### config.mk
export PLATFORM = sky130hd
export DESIGN_NAME = age_port_buffer
export DESIGN_NICKNAME = d
export VERILOG_FILES = /design/src/rtl/age_port_buffer.sv
export SDC_FILE = /design/constraint.sdc
export NUM_CORES = 1
export LEC_CHECK = 0
export CORE_MARGIN = 2
export CORE_UTILIZATION = 45
export DETAILED_ROUTE_END_ITERATION = 8
export PLACE_DENSITY = 0.68
export SLEW_MARGIN = 5
export SYNTH_ARGS = -nofsm -noshare
export SYNTH_HDL_FRONTEND = slang
export SYNTH_SLANG_ARGS = --single-unit
export TNS_END_PERCENT = 10
### constraint.sdc
create_clock -name clk -period 4.1 [get_ports clk]
set_input_delay 1.23 -clock clk [delete_from_list [all_inputs] [get_ports clk]]
set_output_delay 1.23 -clock clk [all_outputs]
set_load 0.02 [all_outputs]
### src/rtl/age_port_buffer.sv
// Per-input-port flit FIFO feeding an age arbiter leaf: holds {timestamp, payload}
// entries and presents the head to the arbiter, dequeuing when the grant names this port.
`ifndef TIME_WIDTH
`define TIME_WIDTH 16
`endif

module age_port_buffer #(
    parameter int DEPTH       = 4,
    parameter int DATA_WIDTH  = 32,
    parameter int WIDTH_INDEX = 3,
    parameter int PORT_ID     = 0
) (
    input  logic                         clk,
    input  logic                         reset,
    input  logic                         in_valid,
    input  logic [`TIME_WIDTH-1:0]       in_time,
    input  logic [DATA_WIDTH-1:0]        in_data,
    output logic                         in_ready,
    output logic                         en_out,
    output logic [`TIME_WIDTH-1:0]       val_out,
    output logic [WIDTH_INDEX-1:0]       index_out,
    output logic [DATA_WIDTH-1:0]        data_out,
    input  logic                         win_valid,
    input  logic [WIDTH_INDEX-1:0]       win_index,
    output logic [$clog2(DEPTH):0]       count,
    output logic                         overflow
);

    localparam int TW    = `TIME_WIDTH;
    localparam int PTR_W = $clog2(DEPTH);
    localparam int CNT_W = PTR_W + 1;

    localparam logic [CNT_W-1:0]       DEPTH_C = CNT_W'(DEPTH);
    localparam logic [WIDTH_INDEX-1:0] MY_ID   = WIDTH_INDEX'(PORT_ID);

    // Handshake: a flit transfers on a cycle where in_valid and in_ready are both
    // high at the rising edge; in_ready comes from registered occupancy only, so a
    // pop in the same cycle never frees a slot for a push into a full buffer.

    logic [TW-1:0]         time_mem [DEPTH];
    logic [DATA_WIDTH-1:0] data_mem [DEPTH];

    logic [PTR_W-1:0] wr_ptr;
    logic [PTR_W-1:0] rd_ptr;
    logic [CNT_W-1:0] count_q;
    logic             overflow_q;

    logic push;
    logic pop;
    logic grant_hit;

    assign in_ready  = (count_q < DEPTH_C);
    assign en_out    = (count_q != '0);
    assign grant_hit = win_valid & (win_index == MY_ID);

    assign push = in_valid & in_ready;
    assign pop  = grant_hit & en_out;

    // Control state: pointers wrap naturally because DEPTH is a power of two.
    always_ff @(posedge clk) begin
        if (reset) begin
            wr_ptr     <= '0;
            rd_ptr     <= '0;
            count_q    <= '0;
            overflow_q <= 1'b0;
        end else begin
            if (push) begin
                wr_ptr <= wr_ptr + 1'b1;
            end
            if (pop) begin
                rd_ptr <= rd_ptr + 1'b1;
            end
            case ({push, pop})
                2'b10:   count_q <= count_q + 1'b1;
                2'b01:   count_q <= count_q - 1'b1;
                default: count_q <= count_q;
            endcase
            if (in_valid & ~in_ready) begin
                overflow_q <= 1'b1;
            end
        end
    end

    // Storage is not reset; en_out gates visibility of stale entries.
    always_ff @(posedge clk) begin
        if (!reset && push) begin
            time_mem[wr_ptr] <= in_time;
            data_mem[wr_ptr] <= in_data;
        end
    end

    always_comb begin
        val_out  = '0;
        data_out = '0;
        if (en_out) begin
            val_out  = time_mem[rd_ptr];
            data_out = data_mem[rd_ptr];
        end
    end

    assign index_out = MY_ID;
    assign count     = count_q;
    assign overflow  = overflow_q;

endmodule

-- Word level (Yosys, flattened, before mapping)
Memory sizes are Yosys's and may differ from the RTL's. A register that Yosys moved wholly into a read port is not among the register bits.
Index checks and enable logic that the tools add are counted.
- $add $sub $neg: 4
- magnitude comparators: 1
- equal/unequal tests: 2
- muxes and demuxes: 9
- bitwise gates (word level): 5
- reduce and logical (&&, ||, !) cells: 5
- operators by type and width (kind ; count):
    two-way mux 32 bit ; 1
    two-way mux 16 bit ; 1
    two-way mux 2 bit ; 4
    one-hot mux 3 bit (2 select lines) ; 1
    adder 2 x 1 -> 2 bit (second input constant) ; 2
    bitwise AND 1 bit ; 4
    adder 3 x 1 -> 3 bit (second input constant) ; 1
    logical NOT 3 bit ; 1
    < comparator 3 bit (second input constant) ; 1
    nonzero test 3 bit ; 1
    subtractor 3 x 1 -> 3 bit (second input constant) ; 1
    == test 2 x 1 -> 1 bit (second input constant) ; 1
    == test 2 bit (second input constant) ; 1
    two-way mux 1 bit ; 2
    nonzero test 2 bit ; 1
    logical AND 1 bit ; 1
    logical NOT 1 bit ; 1
    NOT 1 bit ; 1
- register bits after elaboration: 8
- RAM bits: 192
- input port bits: 55
- logic and storage cells: 32
- memories: 2
- memory list (memory ; depth ; bits a word ; read ports ; clocked after Yosys merged registers in ; wr ports ; line ; source):
    data_mem ; 4 ; 32 ; 1 ; 1 ; 1 ; 41 ; logic [DATA_WIDTH-1:0] data_mem [DEPTH];
    time_mem ; 4 ; 16 ; 1 ; 1 ; 1 ; 40 ; logic [TW-1:0] time_mem [DEPTH];

-- Longest topological paths before layout
- depth in word-level cells: 5
- depth in mapped cells: 9

-- Worst setup path after synthesis
Ideal clock, no wire load.
- kind: in2reg
- start point: input in_valid
- end point: memory data_mem[0][0], enable pin
- arrival time: 2.848 ns
- required time: 3.689 ns
- slack: 0.841 ns
- cell stages on the path: 4
- buffers on the path: 0
- cells stage by stage: nor2b_1 > inv_1 > nor2_1 > and2_1
- cells in the longest elaborated chain, start to end: 4
- ends and longest elaborated chain (element ; line ; source):
    start: declaration ; 15 ; input logic in_valid,
    bitwise AND 1 bit ; 56 ; assign push = in_valid & in_ready;
    logical AND 1 bit ; 86 ; if (!reset && push) begin
    two-way mux 1 bit ; 86 ;
    two-way mux 1 bit (implied by the code) ; 88 ; data_mem[wr_ptr] <= in_data;
    end: declaration ; 41 ;
Every way passes these cells.

==> results.cfg <==
[layout]
syn2layout_area_growth_pct = 27.0
final-seq-area_mm2 = 0.00597
insertedDiodeCount = 0
drive_gt1_frac = 0.194
fin_area_mm2 = 0.00987
final_common_cell = edfxtp_1
final_cell_mix = edfxtp_1 (192), clkdlybuf4s50_1 (108), mux4_2 (48), nor2b_1 (29), clkbuf_16 (23)
final_nets = 552
fillers = 1289
multi_input_area_mm2 = 0.00169

[timing]
rsz0062_at_grt = no
finClkSkew_ps = 7.80
hold_violations = 0
hold_slack_ps = 478
final-setup-viol-count = 0
fmax_mhz = 266
fin_setup_tns_ps = 0
slew_viol_final = 0
min_period_ps = 3750
finalCritPeriodShare = 0.915

[global_route]
grt_pass1_wl_um = 21200
busiest_layer = met2
grt.met2_usage = 0.268
track_usage = 0.153
use_met1 = 0.188
antenna_found_initial = 0
overflow = 0
grt_pass1_vias = 4057
met3_usage = 0.0348
grt_max_degree = 49

[cts]
cts_tree = done
holdBufCountCts = 0
max-clock-path-buffers = 3
cts_buffers = 22
clock_latency_ps = 490
cts_setup_buffers = 0
cts_root_buf = clkbuf_16
cts-resized-gates = 0
clock_sinks = 202
cts_max_level = 1
clk_pin_slew_ps = 60

[yosys]
synth_xor_area_frac = 0.00338
synth_ff_type = edfxtp_1
synth-seq-cells = 202
synth_area_leaders = edfxtp_1 (74%), mux4_2 (14%), dfxtp_1 (2.6%)
synth-edff-count = 192
yosys.area_share.simple = 0.0552
synth_mux_area_frac = 0.139
ys_types = 24
synthAdderAreaFrac = 0.0106
synth_top_area_cell = edfxtp_1
ys_warn_count = 0
synth_cells = 365
synth_top_area_share = 0.742
synth-compound-area-share = 0.00676
synth_top_family_by_area = multiplexers
synth_seq_area_share = 0.767
synth-async-reset-ratio = 0
syn_area_per_cell_um2 = 21.3
syn_area_mm2 = 0.00777

[route]
wl_per_cell_um = 18.7
dr.pass1.iters = 4
drc = 0
drtIter0Drc = 193
vias = 3760
vias_per_cell = 5.14
postRouteAntennaNets = 0
drt-total-wl_um = 13700

[worst_setup_path]
criticalPathCategory = reg2out
cp-end-kind = output port
cp.arrival_ps = 2520
cpPeakStageDelay_ps = 540
startpoint_type = flop
path_max_fanout = 12
worst_ep_required_time_ps = 2870
cp_top_family = buffers and inverters
critPathSlowestCell = clkdlybuf4s50_1
path_cells = buf_4 > mux4_2 > and2b_1 > clkdlybuf4s50_1
path_buf_inv = 2

[pwr]
max-vdd-ir-drop_mv = 0.330
powerDensity_mw_per_mm2 = 470
leakage_uw = 0.00318

[placement]
hpwl_um = 7770
place_area_mm2 = 0.00921
gp_congestion = 0.723
port_buffers = 108

[die]
row_count = 48
fp.coreArea_mm2 = 0.0171
initial_core_util = 0.454
dieArea_mm2 = 0.0183
num_io_pins = 112
die_y_um = 135
die_w_um = 135

[flow_run]
drv.max_cap_violation_count = 0

[status]
status = completed

[hold_path]
hp-class = reg2reg
==> metrics by stage <==
step	setup WS (ps)	std cells	total power [µW]	util
3_3_place_gp	549	692	2890	0.538
6_report	347	731	4640	0.577
3_5_place_dp	522	692	2900	0.538
4_1_cts	277	731	4700	0.577
2_1_floorplan	841	367	2640	-
5_1_grt	219	731	4810	0.577
==> per-layer routing <==
layer	wire [µm]	part of all wire	vias to the layer above
li1	-	-	1699
met1	5510	0.40	1915
met2	6980	0.51	117
met3	811	0.059	29
met4	356	0.026	0
met5	0	0	-
==> cell type report <==
cell class                 instances  area share
inverter                           9     0.00342
multi-input combinational        137       0.172
tap                              225      0.0285
timing repair buffer             119       0.124
clock inverter                     9     0.00444
sequential                       202       0.605
clock buffer                      30      0.0630
==> report_power, final <==
group | total, µW | internal [µW] | switching, µW
Combinational | 510 | 251 | 259
Clock | 1790 | 1060 | 729
Sequential | 2340 | 2320 | 18.1
==> cell families (layout without fill, tap and decap cells) <==
family          after synthesis  count (layout)
mux                          48              48
compound gates               10              10
flops                       202             202
fa+ha+maj                     6               6
xor+xnor                      3               3
other cells                   1               3
simple gates                 67              67
buf+inv                      28             167
==> cell usage after synthesis, drive strengths merged, types with 4 or more instances <==
cell    instances
nor2            7
clkbuf          9
and2b          20
dfxtp          10
nor2b          29
inv             9
edfxtp        192
and2            4
mux4           48
a21oi           7
ha              5
buf            10
==> tightest hold or removal path, cell delays in order, from the launching register on <==
cell and delay (ps):
dfxtp_1 330, a21oi_1 40, nor2_1 70
==> flip-flops by register name, summed over array words and instances (netlist names), named ones only <==
register and count:
count 3, wr_ptr 2, data_mem 128, time_mem 64, overflow 1, rd_ptr 2
==> worst paths after layout <==
| path | start | end | slack [ps] | cells past startpoint |
|---|---|---|---|---|
| worst min register to register | overflow | overflow | 480 | 2 |
| worst max-delay path | flop | data_out[3] | 350 | 4 |
| worst min-delay path | overflow | overflow | 480 | 2 |
| worst max register to register | count[2] | count[2] | 1850 | 9 |
(Power assumes the default switching activity.)
